$ cat config.mk
export PLATFORM = sky130hd
export DESIGN_NAME = sc_grid_monitor_flat
export DESIGN_NICKNAME = d
export VERILOG_FILES = /design/src/rtl/sc_pkg.sv /design/src/rtl/sc_grid_monitor_if.sv /design/src/rtl/sc_moving_avg.sv /design/src/rtl/sc_grid_monitor.sv /design/src/flat_wrapper.sv
export SDC_FILE = /design/constraint.sdc
export NUM_CORES = 1
export LEC_CHECK = 0
export BUFFER_PORTS_ARGS = -buffer_cell sky130_fd_sc_hd__buf_4
export CAP_MARGIN = 20
export CELL_PAD_IN_SITES_DETAIL_PLACEMENT = 0
export CELL_PAD_IN_SITES_GLOBAL_PLACEMENT = 1
export CORE_MARGIN = 2
export CORE_UTILIZATION = 25
export DETAILED_ROUTE_END_ITERATION = 16
export GPL_ROUTABILITY_DRIVEN = 0
export PLACE_DENSITY_LB_ADDON = 0.1
export SYNTH_ARGS = -nofsm -noshare
export SYNTH_HDL_FRONTEND = slang
export SYNTH_SLANG_ARGS = --single-unit
$ cat constraint.sdc
create_clock -name clk -period 5.7 [get_ports clk]
set_input_delay 1.14 -clock clk [delete_from_list [all_inputs] [get_ports clk]]
set_output_delay 1.14 -clock clk [all_outputs]
set_load 0.01 [all_outputs]
$ cat src/rtl/sc_pkg.sv
// Shared widths, thresholds and the grid classification type for the grid monitor.
package sc_pkg;

   localparam int W        = 12;
   localparam int AVG_LOG2 = 3;
   localparam int DEBOUNCE = 4;

   localparam int V_NOM_LO = 3400;
   localparam int V_NOM_HI = 3800;
   localparam int V_FLT_LO = 3000;
   localparam int V_FLT_HI = 4100;
   localparam int F_NOM_LO = 1990;
   localparam int F_NOM_HI = 2010;
   localparam int F_FLT_LO = 1950;
   localparam int F_FLT_HI = 2050;
   localparam int HYST     = 20;

   // The frequency nominal band is only 20 codes wide, so a full HYST shrink
   // would leave it empty; it gets the same fraction of its band as voltage.
   localparam int F_HYST = HYST * (F_NOM_HI - F_NOM_LO) / (V_NOM_HI - V_NOM_LO);

   typedef enum logic [1:0] {
      GRID_NORMAL   = 2'd0,
      GRID_UNSTABLE = 2'd1,
      GRID_FAULT    = 2'd2
   } grid_state_t;

   function automatic logic in_band(input logic [W-1:0] x, input int lo, input int hi);
      return (int'(x) >= lo) && (int'(x) <= hi);
   endfunction

endpackage

$ cat src/rtl/sc_grid_monitor_if.sv
// Sample input and classification output bundle of the grid monitor.
interface sc_grid_monitor_if;
   import sc_pkg::*;

   logic              sample_valid;
   logic [W-1:0]      v_sample;
   logic [W-1:0]      f_sample;
   logic              monitor_clear;
   grid_state_t       grid_state;
   logic              state_change;
   logic              avg_valid;
   logic [W-1:0]      v_avg;
   logic [W-1:0]      f_avg;
   logic [7:0]        fault_count;

   modport master (
      output sample_valid, v_sample, f_sample, monitor_clear,
      input  grid_state, state_change, avg_valid, v_avg, f_avg, fault_count
   );

   modport slave (
      input  sample_valid, v_sample, f_sample, monitor_clear,
      output grid_state, state_change, avg_valid, v_avg, f_avg, fault_count
   );

endinterface

$ cat src/rtl/sc_moving_avg.sv
// Power-of-two window moving average: ring buffer, running sum and fill counter.
module sc_moving_avg #(
   parameter int W        = 12,
   parameter int AVG_LOG2 = 3
) (
   input  logic         clk,
   input  logic         reset_n,
   input  logic         clear,
   input  logic         sample_valid,
   input  logic [W-1:0] sample,
   output logic [W-1:0] avg,
   output logic         avg_valid
);

   localparam int N  = 1 << AVG_LOG2;
   localparam int SW = W + AVG_LOG2;
   localparam logic [AVG_LOG2:0] FULL = (AVG_LOG2 + 1)'(N);

   logic [W-1:0]        ring [N];
   logic [AVG_LOG2-1:0] wr_ptr;
   logic [AVG_LOG2:0]   fill;
   logic [SW-1:0]       sum;

   // Cleared ring entries read as zero, so the sum is exact during fill too.
   always_ff @(posedge clk) begin
      if (!reset_n || clear) begin
         for (int i = 0; i < N; i++) ring[i] <= '0;
         wr_ptr <= '0;
         fill   <= '0;
         sum    <= '0;
      end else if (sample_valid) begin
         ring[wr_ptr] <= sample;
         sum          <= sum + SW'(sample) - SW'(ring[wr_ptr]);
         wr_ptr       <= wr_ptr + 1'b1;
         if (fill != FULL) fill <= fill + 1'b1;
      end
   end

   assign avg       = sum[SW-1:AVG_LOG2];
   assign avg_valid = (fill == FULL);

endmodule

$ cat src/rtl/sc_grid_monitor.sv
// Grid voltage/frequency monitor: averaging, hysteretic classification, debounce and fast fault trip.
//
// state         | meaning
// GRID_NORMAL   | both averages inside nominal bands (shrunk bands needed to re-enter)
// GRID_UNSTABLE | outside nominal but inside fault bands
// GRID_FAULT    | either average outside its fault band; also the reset/clear state
module sc_grid_monitor
   import sc_pkg::*;
(
   input  logic               clk,
   input  logic               reset_n,
   sc_grid_monitor_if.slave   bus
);

   localparam int CW = $clog2(DEBOUNCE + 1);

   logic [W-1:0]  v_avg, f_avg;
   logic          v_valid, f_valid, avg_valid;
   logic          valid_d1;
   grid_state_t   state, cand, cls;
   logic [CW-1:0] cnt, next_cnt;
   logic          chg;
   logic [7:0]    fcount;
   logic          cls_en;

   sc_moving_avg #(.W(W), .AVG_LOG2(AVG_LOG2)) u_v_avg (
      .clk          (clk),
      .reset_n      (reset_n),
      .clear        (bus.monitor_clear),
      .sample_valid (bus.sample_valid),
      .sample       (bus.v_sample),
      .avg          (v_avg),
      .avg_valid    (v_valid)
   );

   sc_moving_avg #(.W(W), .AVG_LOG2(AVG_LOG2)) u_f_avg (
      .clk          (clk),
      .reset_n      (reset_n),
      .clear        (bus.monitor_clear),
      .sample_valid (bus.sample_valid),
      .sample       (bus.f_sample),
      .avg          (f_avg),
      .avg_valid    (f_valid)
   );

   assign avg_valid = v_valid & f_valid;
   assign cls_en    = valid_d1 & avg_valid;

   always_comb begin
      cls = GRID_NORMAL;
      if (!in_band(v_avg, V_FLT_LO, V_FLT_HI) || !in_band(f_avg, F_FLT_LO, F_FLT_HI))
         cls = GRID_FAULT;
      else if (!in_band(v_avg, V_NOM_LO, V_NOM_HI) || !in_band(f_avg, F_NOM_LO, F_NOM_HI))
         cls = GRID_UNSTABLE;
      else if (state != GRID_NORMAL &&
               (!in_band(v_avg, V_NOM_LO + HYST, V_NOM_HI - HYST) ||
                !in_band(f_avg, F_NOM_LO + F_HYST, F_NOM_HI - F_HYST)))
         cls = GRID_UNSTABLE;
   end

   assign next_cnt = (cnt != '0 && cls == cand) ? cnt + 1'b1 : CW'(1);

   always_ff @(posedge clk) begin
      if (!reset_n || bus.monitor_clear) begin
         valid_d1 <= 1'b0;
         state    <= GRID_FAULT;
         cand     <= GRID_FAULT;
         cnt      <= '0;
         chg      <= 1'b0;
         if (!reset_n) fcount <= '0;
      end else begin
         valid_d1 <= bus.sample_valid;
         chg      <= 1'b0;
         if (cls_en) begin
            if (cls == state) begin
               cnt <= '0;
            end else if (cls == GRID_FAULT) begin
               state <= GRID_FAULT;
               chg   <= 1'b1;
               cnt   <= '0;
               if (fcount != 8'hFF) fcount <= fcount + 8'd1;
            end else if (next_cnt == CW'(DEBOUNCE)) begin
               state <= cls;
               chg   <= 1'b1;
               cnt   <= '0;
            end else begin
               cand <= cls;
               cnt  <= next_cnt;
            end
         end
      end
   end

   assign bus.grid_state   = state;
   assign bus.state_change = chg;
   assign bus.avg_valid    = avg_valid;
   assign bus.v_avg        = v_avg;
   assign bus.f_avg        = f_avg;
   assign bus.fault_count  = fcount;

endmodule

$ cat src/flat_wrapper.sv
// flat-port wrapper written by rule: the top's interface ports become plain ports
module sc_grid_monitor_flat import sc_pkg::*;
  (clk, reset_n, bus_sample_valid, bus_v_sample, bus_f_sample, bus_monitor_clear, bus_grid_state, bus_state_change, bus_avg_valid, bus_v_avg, bus_f_avg, bus_fault_count);
  sc_grid_monitor_if bus_i ();
  input  logic clk;
  input  logic reset_n;
  input wire logic [$bits(bus_i.sample_valid)-1:0] bus_sample_valid;
  input wire logic [$bits(bus_i.v_sample)-1:0] bus_v_sample;
  input wire logic [$bits(bus_i.f_sample)-1:0] bus_f_sample;
  input wire logic [$bits(bus_i.monitor_clear)-1:0] bus_monitor_clear;
  output wire logic [$bits(bus_i.grid_state)-1:0] bus_grid_state;
  output wire logic [$bits(bus_i.state_change)-1:0] bus_state_change;
  output wire logic [$bits(bus_i.avg_valid)-1:0] bus_avg_valid;
  output wire logic [$bits(bus_i.v_avg)-1:0] bus_v_avg;
  output wire logic [$bits(bus_i.f_avg)-1:0] bus_f_avg;
  output wire logic [$bits(bus_i.fault_count)-1:0] bus_fault_count;
  assign bus_i.sample_valid = bus_sample_valid;
  assign bus_i.v_sample = bus_v_sample;
  assign bus_i.f_sample = bus_f_sample;
  assign bus_i.monitor_clear = bus_monitor_clear;
  assign bus_grid_state = bus_i.grid_state;
  assign bus_state_change = bus_i.state_change;
  assign bus_avg_valid = bus_i.avg_valid;
  assign bus_v_avg = bus_i.v_avg;
  assign bus_f_avg = bus_i.f_avg;
  assign bus_fault_count = bus_i.fault_count;
  sc_grid_monitor u_core (.clk(clk), .reset_n(reset_n), .bus(bus_i));
endmodule
### Word-level counts from Yosys, hierarchy flattened

Memories as Yosys holds them, arrays and structs flattened. A register that Yosys moved wholly into a read port is not among the register bits.
Cells that the tools add are included.

| operators by class | value |
|---|---|
| add/sub/neg operators | 10 |
| multiply operators | 0 |
| divide/modulo/power cells | 0 |
| order comparisons | 11 |
| equality and inequality tests | 11 |
| shift operators | 0 |
| muxes and demuxes | 32 |
| bitwise gates (word level) | 6 |
| reduce and logical (&&, ||, !) cells | 32 |

Operators with widths:

| operator | count |
|---|---|
| 2-to-1 mux 8 bit | 6 |
| greater-or-equal comparator 12 x 11 -> 1 bit, second input constant | 3 |
| greater-or-equal comparator 12 bit, second input constant | 3 |
| less-or-equal comparator 12 bit, second input constant | 3 |
| adder 15 x 12 -> 15 bit | 2 |
| 2-to-1 mux 3 bit | 10 |
| subtractor 15 x 12 -> 15 bit | 2 |
| less-or-equal comparator 12 x 11 -> 1 bit, second input constant | 2 |
| 2-to-1 mux 12 bit | 2 |
| OR reduction 12 bit | 2 |
| 2-to-1 mux 1 bit | 10 |
| nonzero test 2 bit | 5 |
| adder 3 x 1 -> 3 bit, second input constant | 3 |
| adder 4 x 1 -> 4 bit, second input constant | 2 |
| adder 8 x 1 -> 8 bit, second input constant | 1 |
| equality test 4 bit, second input constant | 2 |
| 2-to-1 mux 2 bit | 4 |
| inequality test 4 bit, second input constant | 2 |
| inequality test 8 bit, second input constant | 1 |
| logical AND 1 bit | 7 |
| logical NOT 1 bit | 7 |
| AND reduction 5 bit | 1 |
| equality test 2 bit | 2 |
| logical OR 1 bit | 4 |
| 11 further kinds | 16 |

| storage, ports and cells | value |
|---|---|
| flip-flop bits (word level) | 61 |
| latch bits | 0 |
| bits in writable memories | 192 |
| memory bits (read-only) | 0 |
| bits of input ports | 28 |
| output and inout bits | 36 |
| logic and storage cells | 116 |
| memories | 2 |

Memories:

| name | words | bits a word | read ports | clocked after Yosys merged registers in | wr ports | RTL line | source |
|---|---|---|---|---|---|---|---|
| u_core.u_f_avg.ring | 8 | 12 | 1 | 1 | 8 | sc_moving_avg.sv:19 | `logic [W-1:0] ring [N];` |
| u_core.u_v_avg.ring | 8 | 12 | 1 | 1 | 8 | sc_moving_avg.sv:19 |  |

### Longest topological paths before layout

Gate-level depths: netlist (run 1).

| depth | value |
|---|---|
| depth after elaboration | 15 |
| depth in mapped cells | 17 |
| gate-level depth less buffers | 15 |

### Modules after synthesis

From an unflattened synthesis (run 1), not the netlist that was laid out.

| unflattened totals | value |
|---|---|
| cell total of the unflattened synthesis | 1224 |
| area, all modules | 14147.3 sq um |

By module, submodules not included:

| module | times used | cells each | area each (sq um) | seq. area each (sq um) |
|---|---|---|---|---|
| sc_moving_avg (u_core.u_v_avg) | 1 | 543 | 6463.7 | 3383.2 |
| sc_moving_avg (u_core.u_f_avg) | 1 | 538 | 6459.9 | 3383.2 |
| sc_grid_monitor | 1 | 143 | 1223.7 | 420.4 |

### Worst setup path before layout (run 1)

OpenSTA, ideal clock, no wires.

| timing | value |
|---|---|
| kind | register -> register |
| from | reg (tool-made name) |
| to | reg u_core.u_v_avg.sum[13] |
| setup time | 0.106 ns |
| arrival time | 4.448 ns |
| required time | 5.594 ns |
| path slack | 1.146 ns |
| cell stages (with the launch flop) | 16 |
| buffers on the path | 2 |
| clock period less this slack | 4.554 ns |
| cell sequence | dfxtp_1 > clkbuf_1 > buf_1 > mux4_2 > mux2_2 > fa_1 > inv_1 > ha_1 > a21o_1 > a21o_1 > a2111oi_0 > o31a_1 > a21oi_1 > a31oi_1 > or4b_2 > o311ai_0 |

RTL lines:

| element | RTL line | source |
|---|---|---|
| end signal, assigned | sc_moving_avg.sv:33 | `sum <= sum + SW'(sample) - SW'(ring[wr_ptr]);` |
| end, declared | sc_moving_avg.sv:22 | `logic [SW-1:0] sum;` |

==> Flow_metrics.wiki, run 1 <==
{| class="wikitable"
! Metric !! Value
|-
| Clock network latency to the later pin of the worst-skew pair || 0.58 ns
|-
| Leakage power || 5.97 nW
|-
| Largest cells by area after synthesis || sky130_fd_sc_hd__edfxtp_1 43%, sky130_fd_sc_hd__dfxtp_1 8.4%, sky130_fd_sc_hd__mux4_2 7.7%
|-
| ANT nets after route || 0
|-
| CTS Root Cell || sky130_fd_sc_hd__clkbuf_16
|-
| Crit path launch type || flip-flop
|-
| Post-DR wirelength/cell || 20.5 um
|-
| Arrival time of the worst setup path || 4.92 ns
|-
| Maximum Capacitance Violations || 0
|-
| Clock tree buffer depth || 3
|-
| Proportion of netlist area held by the largest area contributor || 42.8%
|-
| Commonest cells after routing, fill and taps aside || 200 x sky130_fd_sc_hd__edfxtp_1, 103 x sky130_fd_sc_hd__buf_4, 94 x sky130_fd_sc_hd__nor4_1
|-
| Xor-xnor portion of the synthesized cell area || 2.19%
|-
| Detailed Route Iter0 Violations || 593
|-
| Setup tns final || 0 ns
|-
| Number of pins exceeding their max-slew limit in the final report || 0
|-
| Commonest non-fill, non-tap cell in the layout || sky130_fd_sc_hd__edfxtp_1
|-
| Worst hold slack after final layout || 0.476 ns
|-
| Number of antenna violations at the first check in global routing || 0
|-
| Compound-Gate Fraction of Synth Area || 5.79%
|-
| Number of nets in the final layout || 1,320
|-
| Main combinational cell family by area after synthesis || simple AND/OR/NAND/NOR gates
|-
| Number of setup violations in the final report || 0
|-
| Via/cell ratio || 4.71
|-
| Instance count of the mapped netlist || 1,190
|-
| Highest net fanout along the worst path || 11
|-
| Global-route wire length before repair || 62,800 um
|-
| Placeable core region || 55,300 um2
|-
| Area share of and/or/nand/nor cells after synthesis || 14.9%
|-
| RSZ-0062 raised after global routing || no
|-
| Number of synthesized register bits || 259
|-
| Post-Synth Adder-Cell Area || 7.62%
|-
| Count of flip-flops with a built-in enable after synthesis || 200
|-
| Power Density || 328 nW/um2
|-
| Result of the run || finished, final reports clean
|-
| Die ar. || 58,000 um2
|-
| Diode insertion count for antenna repair || 0
|-
| Ratio of final minimum period to clock period || 78.6%
|-
| Multiplexer share of the synthesized area || 11.6%
|-
| Async set or reset register ratio after synthesis || 0%
|-
| Total CTS buffers || 35
|-
| Terminus of the critical flop-to-flop path || u_core.u_v_avg.sum[13]
|-
| Max H-tree Level || 2
|-
| Slack of the worst reg-to-reg path || 1.22 ns
|-
| Class of the tightest hold or removal check || reg2reg
|-
| Num ports || 64
|-
| Initial Util || 25.3%
|-
| Post-layout power || 5.40 mW
|-
| Synthesized Nets || 1,289
|-
| Cell Count, Final, Fillers Out || 1,991
|-
| Mapped cell area || 14,000 um2
|-
| TritonCTS clock tree || done
|-
| Die Y-Extent || 241 um
|-
| Drt total wl || 40,900 um
|-
| Hold Vio Cnt, Final || 0
|-
| IO Port Bufs || 63
|-
| Largest area contributor in the netlist || sky130_fd_sc_hd__edfxtp_1
|-
| Pin count of the biggest net entering global routing || 58
|-
| CTS clk-pin slew, worst paths || 0.06 ns
|-
| Total of warnings raised by yosys || 0
|-
| Post-cts sizing count || 0
|-
| GRT Overall Usage || 14.4%
|-
| FP Rows || 86
|-
| Critical Path Sink || u_core.u_v_avg.sum[13]
|-
| Fillers || 5,761
|-
| Vias || 9,373
|-
| Achievable Freq || 0.223 GHz
|-
| Placed cell count || 1,932
|-
| Critical Setup Path Class || reg2reg
|-
| Post-cts hold buffer count || 0
|-
| Via count of the first global-routing pass || 9,638
|-
| Die Width || 241 um
|-
| Number of buffers added for setup after CTS || 0
|-
| Area growth from synthesis to layout || 17.2%
|-
| DR DRC count || 0
|-
| Cell variety after synth || 58
|-
| IR drop worst, VDD || 0.171 mV
|-
| Initial DRT Pass Iterations || 5
|-
| Required time worst endpoint || 6.13 ns
|-
| Min Clock Period, post-route || 4.48 ns
|-
| Slew Limit Headroom || 45.3%
|-
| Detail Placement HPWL || 27,500 um
|-
| Total clock sinks || 259
|-
| Number of cells traversed by the worst register-to-register path || 13
|-
| Sort of element at the end of the critical path || flip-flop
|-
| Sum of overflow across all layers after global routing || 0
|-
| Proportion of synthesized chip area in sequential cells || 51.3%
|-
| Launch point of the worst hold path || u_core.cand[0]
|-
| Fraction of final layout cells with drive strength greater than 1 || 20.3%
|-
| Worst Max-Slew Pin Slew || 0.820 ns
|-
| Most used flip-flop cell after synthesis || sky130_fd_sc_hd__edfxtp_1
|-
| Fin Clk Skew || 0.0344 ns
|-
| Average footprint of a synthesized cell || 11.8 um2
|}
area by class of cell:
| class | instances | area, um2 | share of cell area, % |
|---|---|---|---|
| tap | 748 | 936 | 5.69 |
| sequential | 259 | 7190 | 43.7 |
| clock buffer | 42 | 922 | 5.61 |
| clock inverter | 17 | 201 | 1.23 |
| timing repair buffer | 104 | 793 | 4.83 |
| inverter | 115 | 432 | 2.63 |
| multi-input combinational | 706 | 5960 | 36.3 |
flip-flops by register name, summed over array words and instances, names as in the netlist, 3 cells and up, named ones only:
name	flops
u_core.u_f_avg.fill	4
u_core.u_f_avg.ring	96
u_core.u_f_avg.sum	15
u_core.u_v_avg.wr_ptr	3
u_core.u_v_avg.fill	4
u_core.bus.fault_count	8
u_core.u_f_avg.wr_ptr	3
u_core.u_v_avg.ring	96
u_core.u_v_avg.sum	15
u_core.cnt	3
cell usage after synthesis (all sizes together) (13+ instances only):
cell type,n
nand2b,19
a21oi,34
nand3,19
o21ai,21
inv,93
dfxtp,59
nor3,92
mux4,48
ha,47
fa,24
xor2,13
edfxtp,200
clkinv,22
and2,31
mux2,27
xnor2,22
nor4,96
nand2,22
buf,39
mux2i,24
clkbuf,71
nor2,53
worst max-delay path, cell delays in order (launching register included):
cell                        delay, ns
sky130_fd_sc_hd__dfxtp_2         0.58
sky130_fd_sc_hd__buf_4           0.30
sky130_fd_sc_hd__mux4_2          0.52
sky130_fd_sc_hd__mux2_2          0.29
sky130_fd_sc_hd__fa_1            0.48
sky130_fd_sc_hd__inv_1           0.05
sky130_fd_sc_hd__ha_1            0.31
sky130_fd_sc_hd__a21o_1          0.18
sky130_fd_sc_hd__a2111oi_0       0.15
sky130_fd_sc_hd__o31a_1          0.34
sky130_fd_sc_hd__a21oi_1         0.24
sky130_fd_sc_hd__a31oi_1         0.16
sky130_fd_sc_hd__or4b_2          0.61
sky130_fd_sc_hd__o311ai_0        0.11
metal layers:
metal	routed length [um]	part of all wire, %	up-vias	GRT usage, %
li1	-	-	4477	-
met4	710	1.7	0	3.50
met1	21200	52	4719	21.5
met2	17600	43	129	21.7
met3	1310	3.2	48	2.38
met5	0	0	-	0
stage by stage:
| stage | setup slack [ns] | area [um2] | util, % |
|---|---|---|---|
| 2_1_floorplan | 1.15 | 14000 | - |
| 3_3_place_gp | 1.16 | 15300 | 27.7 |
| 3_5_place_dp | 1.13 | 15300 | 27.7 |
| 4_1_cts | 1.14 | 16400 | 29.7 |
| 5_1_grt | 0.916 | 16400 | 29.7 |
| 6_report | 1.22 | 16400 | 29.7 |
logic make-up (layout without fill, tap and decap cells):
kind of cell	after synthesis	after routing
flip-flops	259	259
AO/OA/AOI/OAI	122	122
adder cells (fa/ha/maj)	71	71
XOR/XNOR	35	35
multiplexers	99	99
AND/OR/NAND/NOR	379	379
buffers and inverters	225	278
report_power, final:
group          switching [mW]  leakage, nW  total, mW  internal (mW)
registers              0.0933         2.70       2.22           2.13
logic                   0.568         2.71       1.00          0.436
clock network           0.915        0.548       2.18           1.26
how the worst min path moves through the flow:
stage,end,slack (ns),cells past startpoint
after floorplan,u_core.cand[0],0.45,2
after global routing,u_core.cand[0],0.50,2
after detailed placement,u_core.cand[0],0.47,2
after CTS,u_core.cand[0],0.48,2
after global placement,u_core.u_f_avg.sum[1],0.47,2
final,u_core.cand[0],0.48,2
Note: power is estimated with default switching activity, not from simulation.
==> run 2, diff against run 1 <==
- clock period: 5.7 -> 4.7 ns (I/O delays scaled with it)
==> run 2 against run 1 <==
Sequential power rose by 21%. Flip-flop and latch count unchanged. Power increased by 25%. Utilization increased by 0.48 points. Maximum frequency increased by 6.0%. Count of clock-buffer cells in the layout grew 2. Non-clock buffer count rose by 26. Largest cell class unchanged. Largest power group is now the clock network.
==> Flow_metrics.wiki, run 2 (same netlist as run 1, synthesis figures left out) <==
{| class="wikitable"
! Metric !! Value
|-
| Die Width || 241 um (unchanged)
|-
| Maximum Capacitance Violations || 0 (unchanged)
|-
| Power Density || 404 nW/um2 (+23%)
|-
| FP Rows || 86 (unchanged)
|-
| Slew Limit Headroom || 43.5% (-1.8 points)
|-
| Global-route wire length before repair || 64,800 um (+3.2%)
|-
| Commonest cells after routing, fill and taps aside || 200 x sky130_fd_sc_hd__edfxtp_1, 128 x sky130_fd_sc_hd__buf_4, 94 x sky130_fd_sc_hd__nor4_1
|-
| GRT Overall Usage || 15.0% (+0.65 points)
|-
| Commonest non-fill, non-tap cell in the layout || sky130_fd_sc_hd__edfxtp_1
|-
| Hold Crit Endpoint || u_core.u_v_avg.sum[1]
|-
| Initial Util || 25.3% (unchanged)
|-
| CTS Root Cell || sky130_fd_sc_hd__clkbuf_16
|-
| Switching portion of total power || 28.5% (-0.65 points)
|-
| Achievable Freq || 0.236 GHz (+6.0%)
|-
| Total clock sinks || 259 (unchanged)
|-
| Leakage power || 6.12 nW (+2.6%)
|-
| Initial DRT Pass Iterations || 5 (unchanged)
|-
| Via count of the first global-routing pass || 9,959 (+3.3%)
|-
| Detailed Route Iter0 Violations || 668 (+13%)
|-
| Detail Placement HPWL || 29,500 um (+7.4%)
|-
| DR DRC count || 0 (unchanged)
|-
| Share of total power in the clock network || 41.6% (+1.3 points)
|-
| Via/cell ratio || 4.75 (+0.81%)
|-
| Drt total wl || 42,500 um (+3.9%)
|-
| Terminus of the critical flop-to-flop path || u_core.u_v_avg.sum[13]
|-
| RSZ-0062 raised after global routing || no
|-
| CTS clk-pin slew, worst paths || 0.06 ns (about the same)
|-
| Highest net fanout along the worst path || 7 (-4)
|-
| Minimum setup slack in the final design || 0.471 ns (-0.746 ns)
|-
| TritonCTS clock tree || done
|-
| Sort of element at the end of the critical path || flip-flop
|-
| Required time worst endpoint || 5.10 ns (-1.03 ns)
|-
| IO Port Bufs || 63 (unchanged)
|-
| Post-DR wirelength/cell || 21.0 um (+2.2%)
|-
| Max H-tree Level || 2 (unchanged)
|-
| Clock tree buffer depth || 3 (unchanged)
|-
| Total CTS buffers || 36 (+2.9%)
|-
| Fraction of final layout cells with drive strength greater than 1 || 22.0% (+1.8 points)
|-
| Die Y-Extent || 241 um (unchanged)
|-
| Worst hold slack after final layout || 0.480 ns (+0.00457 ns)
|-
| Class of the tightest hold or removal check || reg2reg
|-
| Crit path launch type || flip-flop
|-
| Number of cells on the worst hold path || 2 (unchanged)
|-
| ANT nets after route || 0 (unchanged)
|-
| Combinational group share of total power || 18.6% (about the same)
|-
| IR drop worst, VDD || 0.187 mV (+9.5%)
|-
| Leading registers by flop count || u_core.u_f_avg.ring (96), u_core.u_v_avg.ring (96)
|-
| Diode insertion count for antenna repair || 0 (unchanged)
|-
| Fin Clk Skew || 0.0201 ns (-0.0143 ns)
|-
| Worst setup timing slack at the placement stage || 0.448 ns (-0.683 ns)
|-
| Clock network latency to the later pin of the worst-skew pair || 0.55 ns (-0.03 ns)
|-
| Number of antenna violations at the first check in global routing || 0 (unchanged)
|-
| Number of setup violations in the final report || 0 (unchanged)
|-
| Arrival time of the worst setup path || 4.63 ns (-0.29 ns)
|-
| Num ports || 64 (unchanged)
|-
| Placeable core region || 55,300 um2 (unchanged)
|-
| Hold Vio Cnt, Final || 0 (unchanged)
|-
| Number of pins exceeding their max-slew limit in the final report || 0 (unchanged)
|-
| Post-cts sizing count || 0 (unchanged)
|-
| Number of cells traversed by the worst register-to-register path || 13 (unchanged)
|-
| Result of the run || finished, final reports clean
|-
| Number of nets in the final layout || 1,347 (+2.0%)
|-
| Post-cts hold buffer count || 0 (unchanged)
|-
| Post-layout power || 6.75 mW (+25%)
|-
| Ratio of final minimum period to clock period || 90.0% (+11 points)
|-
| Launch point of the worst hold path || u_core.u_v_avg.sum[1]
|-
| Min Clock Period, post-route || 4.23 ns (-0.254 ns)
|-
| Die ar. || 58,000 um2 (unchanged)
|-
| P_sw || 1.93 mW (+22%)
|-
| Critical Setup Path Class || reg2reg
|-
| Number of buffers added for setup after CTS || 0 (unchanged)
|-
| Core Util, Final || 30.2% (+0.48 points)
|-
| Setup tns final || 0 ns (unchanged)
|-
| Area growth from synthesis to layout || 19.1%
|-
| Worst Max-Slew Pin Slew || 0.846 ns (+0.0256 ns)
|-
| Pin count of the biggest net entering global routing || 58 (unchanged)
|-
| Slack of the worst reg-to-reg path || 0.47 ns (-0.75 ns)
|-
| Fraction of power consumed by sequential logic || 39.9% (-1.2 points)
|-
| Cell internal pwr || 4.83 mW (+26%)
|-
| Vias || 9,601 (+2.4%)
|-
| Sum of overflow across all layers after global routing || 0 (unchanged)
|}
run 2: worst max-delay path by stage:
stage          startpoint                endpoint  slack [ns]  cells after the start
5_1_grt         flip-flop  u_core.u_f_avg.sum[14]        0.10                     15
4_1_cts         flip-flop  u_core.u_v_avg.sum[13]        0.43                     13
6_report        flip-flop  u_core.u_v_avg.sum[13]        0.47                     13
2_1_floorplan   flip-flop  u_core.u_v_avg.sum[13]        0.15                     15
3_3_place_gp    flip-flop  u_core.u_v_avg.sum[13]        0.47                     13
3_5_place_dp    flip-flop  u_core.u_v_avg.sum[13]        0.45                     13
run 2: power by group through the flow:
stage / clock [mW] / combinational [mW] / sequential (mW)
finish: 2.81 / 1.25 / 2.69
global route: 2.98 / 1.42 / 2.71
CTS: 2.89 / 1.28 / 2.70
detailed placement: 0 / 1.27 / 2.74
global placement: 0 / 1.29 / 2.75
floorplan: 0 / 0.929 / 2.67
run 2: critical path: stages (launching register included):
cell and delay (ns):
sky130_fd_sc_hd__dfxtp_2 0.49, sky130_fd_sc_hd__mux4_2 0.54, sky130_fd_sc_hd__mux2_2 0.32, sky130_fd_sc_hd__fa_1 0.54, sky130_fd_sc_hd__inv_1 0.06, sky130_fd_sc_hd__ha_1 0.28
sky130_fd_sc_hd__a21o_1 0.16, sky130_fd_sc_hd__a21o_1 0.21, sky130_fd_sc_hd__a2111oi_0 0.62, sky130_fd_sc_hd__o31a_1 0.26, sky130_fd_sc_hd__a21oi_1 0.10, sky130_fd_sc_hd__a31oi_1 0.24
sky130_fd_sc_hd__or4b_2 0.16, sky130_fd_sc_hd__o311ai_0 0.11
run 2: cell type report:
cell class | count | area, um2
Multi-Input combinational cell | 706 | 5940
Tap cell | 748 | 936
Sequential cell | 259 | 7190
Clock buffer | 44 | 931
Clock inverter | 21 | 265
Timing Repair Buffer | 130 | 1000
Inverter | 115 | 432
Fill cell | 5720 | 38600
run 2: per-layer routing:
layer	up-vias	wire length (um)	track usage [%]
met1	4799	21200	21.9
met2	218	18400	22.8
met5	-	0	0
met4	0	857	3.89
li1	4528	-	-
met3	56	2040	2.96
run 2: stage by stage:
| step | area (um2) | instances |
|---|---|---|
| 2_1_floorplan | 14000 | 1190 |
| 3_3_place_gp | 15500 | 1958 |
| 3_5_place_dp | 15500 | 1958 |
| 4_1_cts | 16700 | 2023 |
| 5_1_grt | 16700 | 2023 |
| 6_report | 16700 | 2023 |
==> run 3, diff against run 2 <==
- CORE_UTILIZATION: 25 -> 51
==> run 3 against run 2 <==
Cell count fell by 21%. Count of clock-buffer cells in the layout rose by 4. Register-to-register slack got worse by 0.03 ns. Global-route usage rose by 8.8 points. Sequential power barely moved.
==> Flow_metrics.wiki, run 3 (same netlist as run 1, synthesis figures left out) <==
{| class="wikitable"
! Metric !! Value
|-
| Clock network latency to the later pin of the worst-skew pair || 0.57 ns (+0.02 ns)
|-
| Die Y-Extent || 170 um (-29%)
|-
| Achievable Freq || 0.235 GHz (-0.72%)
|-
| Commonest cells after routing, fill and taps aside || 200 x sky130_fd_sc_hd__edfxtp_1, 125 x sky130_fd_sc_hd__buf_4, 96 x sky130_fd_sc_hd__nor4_1
|-
| Max H-tree Level || 1 (-1)
|-
| Setup tns final || 0 ns (unchanged)
|-
| Required time worst endpoint || 5.08 ns (-0.02 ns)
|-
| Number of cells on the worst hold path || 2 (unchanged)
|-
| Critical Setup Path Class || reg2reg
|-
| Result of the run || finished, final reports clean
|-
| Terminus of the critical flop-to-flop path || u_core.u_v_avg.sum[13]
|-
| Global-route wire length before repair || 53,500 um (-17%)
|-
| Slew Limit Headroom || 36.4% (-7.2 points)
|-
| Leakage power || 5.95 nW (-2.7%)
|-
| Via/cell ratio || 5.99 (+26%)
|-
| Die ar. || 28,800 um2 (-50%)
|-
| Number of nets in the final layout || 1,335 (-0.89%)
|-
| Total CTS buffers || 28 (-22%)
|-
| Commonest non-fill, non-tap cell in the layout || sky130_fd_sc_hd__edfxtp_1
|-
| Via count of the first global-routing pass || 9,255 (-7.1%)
|-
| IR drop worst, VDD || 0.272 mV (+45%)
|-
| IO Port Bufs || 63 (unchanged)
|-
| Sum of overflow across all layers after global routing || 0 (unchanged)
|-
| Number of pins exceeding their max-slew limit in the final report || 0 (unchanged)
|-
| Num ports || 64 (unchanged)
|-
| Placeable core region || 27,000 um2 (-51%)
|-
| Initial DRT Pass Iterations || 5 (unchanged)
|-
| Slack of the worst reg-to-reg path || 0.44 ns (-0.03 ns)
|-
| Number of buffers added for setup after CTS || 0 (unchanged)
|-
| Pin count of the biggest net entering global routing || 58 (unchanged)
|-
| GRT Overall Usage || 23.8% (+8.8 points)
|-
| Highest net fanout along the worst path || 6 (-1)
|-
| Diode insertion count for antenna repair || 0 (unchanged)
|-
| Fraction of final layout cells with drive strength greater than 1 || 20.4% (-1.6 points)
|-
| Critical Path Sink || u_core.u_v_avg.sum[13]
|-
| Total clock sinks || 259 (unchanged)
|-
| Area growth from synthesis to layout || 13.0%
|-
| Post-DR wirelength/cell || 21.0 um (about the same)
|-
| Worst Max-Slew Pin Slew || 0.952 ns (+0.106 ns)
|-
| Post-layout power || 6.08 mW (-9.9%)
|-
| Drt total wl || 33,600 um (-21%)
|-
| Leading registers by flop count || u_core.u_f_avg.ring (96), u_core.u_v_avg.ring (96)
|-
| FP Rows || 60 (-30%)
|-
| Maximum Capacitance Violations || 0 (unchanged)
|-
| Fillers || 2,275 (-60%)
|-
| Arrival time of the worst setup path || 4.64 ns (about the same)
|-
| Fin Clk Skew || 0.0380 ns (+0.0179 ns)
|-
| Ratio of final minimum period to clock period || 90.6% (+0.65 points)
|-
| Vias || 9,574 (-0.28%)
|-
| Sort of element at the end of the critical path || flip-flop
|-
| CTS clk-pin slew, worst paths || 0.06 ns (about the same)
|-
| Number of cells traversed by the worst register-to-register path || 14 (+1)
|-
| TritonCTS clock tree || done
|-
| Detail Placement HPWL || 22,500 um (-24%)
|-
| Hold Vio Cnt, Final || 0 (unchanged)
|-
| RSZ-0062 raised after global routing || no
|-
| CTS Root Cell || sky130_fd_sc_hd__clkbuf_16
|-
| Min Clock Period, post-route || 4.26 ns (+0.0305 ns)
|-
| Detailed Route Iter0 Violations || 986 (+48%)
|-
| Class of the tightest hold or removal check || reg2reg
|-
| Post-cts sizing count || 0 (unchanged)
|-
| DR DRC count || 0 (unchanged)
|-
| Power Density || 384 nW/um2 (-5.0%)
|-
| Die Width || 170 um (-29%)
|-
| Initial Util || 52.0% (+27 points)
|-
| Number of antenna violations at the first check in global routing || 0 (unchanged)
|-
| Crit path launch type || flip-flop
|-
| Clock tree buffer depth || 3 (unchanged)
|-
| Number of setup violations in the final report || 0 (unchanged)
|-
| ANT nets after route || 0 (unchanged)
|-
| Post-cts hold buffer count || 0 (unchanged)
|}
run 3: metrics by stage:
step | cells | instance area (um2) | setup WS (ns) | util, % | hold slack, ns
2_1_floorplan | 1190 | 14000 | 0.146 | - | 0.448
3_3_place_gp | 1545 | 14900 | 0.422 | 55.3 | 0.468
3_5_place_dp | 1546 | 14900 | 0.402 | 55.3 | 0.472
4_1_cts | 1598 | 15800 | 0.441 | 58.7 | 0.481
5_1_grt | 1599 | 15800 | 0.179 | 58.8 | 0.513
6_report | 1599 | 15800 | 0.440 | 58.8 | 0.480
run 3: worst max-delay path, stage by stage, from the launching register on:
cell	delay [ns]
sky130_fd_sc_hd__dfxtp_1	0.35
sky130_fd_sc_hd__buf_4	0.19
sky130_fd_sc_hd__mux4_2	0.50
sky130_fd_sc_hd__mux2_2	0.28
sky130_fd_sc_hd__fa_1	0.57
sky130_fd_sc_hd__inv_1	0.06
sky130_fd_sc_hd__ha_1	0.28
sky130_fd_sc_hd__a21o_1	0.15
sky130_fd_sc_hd__a21o_1	0.21
sky130_fd_sc_hd__a2111oi_0	0.65
sky130_fd_sc_hd__o31a_1	0.26
sky130_fd_sc_hd__a21oi_1	0.09
sky130_fd_sc_hd__a31oi_1	0.22
sky130_fd_sc_hd__or4b_2	0.15
sky130_fd_sc_hd__o311ai_0	0.10
run 3: worst min-delay path by stage:
stage	slack (ns)	startpoint	to
after floorplan	0.45	u_core.cand[0]	u_core.cand[0]
after global placement	0.47	u_core.u_v_avg.sum[1]	u_core.u_v_avg.sum[1]
after detailed placement	0.47	u_core.u_v_avg.sum[1]	u_core.u_v_avg.sum[1]
after CTS	0.48	u_core.cand[0]	u_core.cand[0]
after global routing	0.51	u_core.u_v_avg.sum[2]	u_core.u_v_avg.sum[2]
final	0.48	u_core.u_v_avg.sum[1]	u_core.u_v_avg.sum[1]
run 3: area by class of cell:
type | instances | area, um2 | share of cell area (%)
Sequential cell | 259 | 7190 | 45.4
Multi-Input combinational cell | 706 | 5920 | 37.4
Timing Repair Buffer | 126 | 943 | 5.96
Clock buffer | 48 | 826 | 5.22
Inverter | 115 | 432 | 2.73
Tap cell | 341 | 427 | 2.69
Clock inverter | 4 | 95.1 | 0.601
run 3: report_power, final:
part,leakage (nW),internal (mW),total [mW],switching [mW]
sequential,2.70,2.58,2.68,0.0998
clock,0.442,1.30,2.19,0.890
combinational,2.81,0.542,1.22,0.674
run 3: metal layers:
layer	part of all wire, %	track usage (%)
met1	48	37.1
met2	44	36.1
met3	6.8	3.38
met4	1.3	4.27
met5	0	0
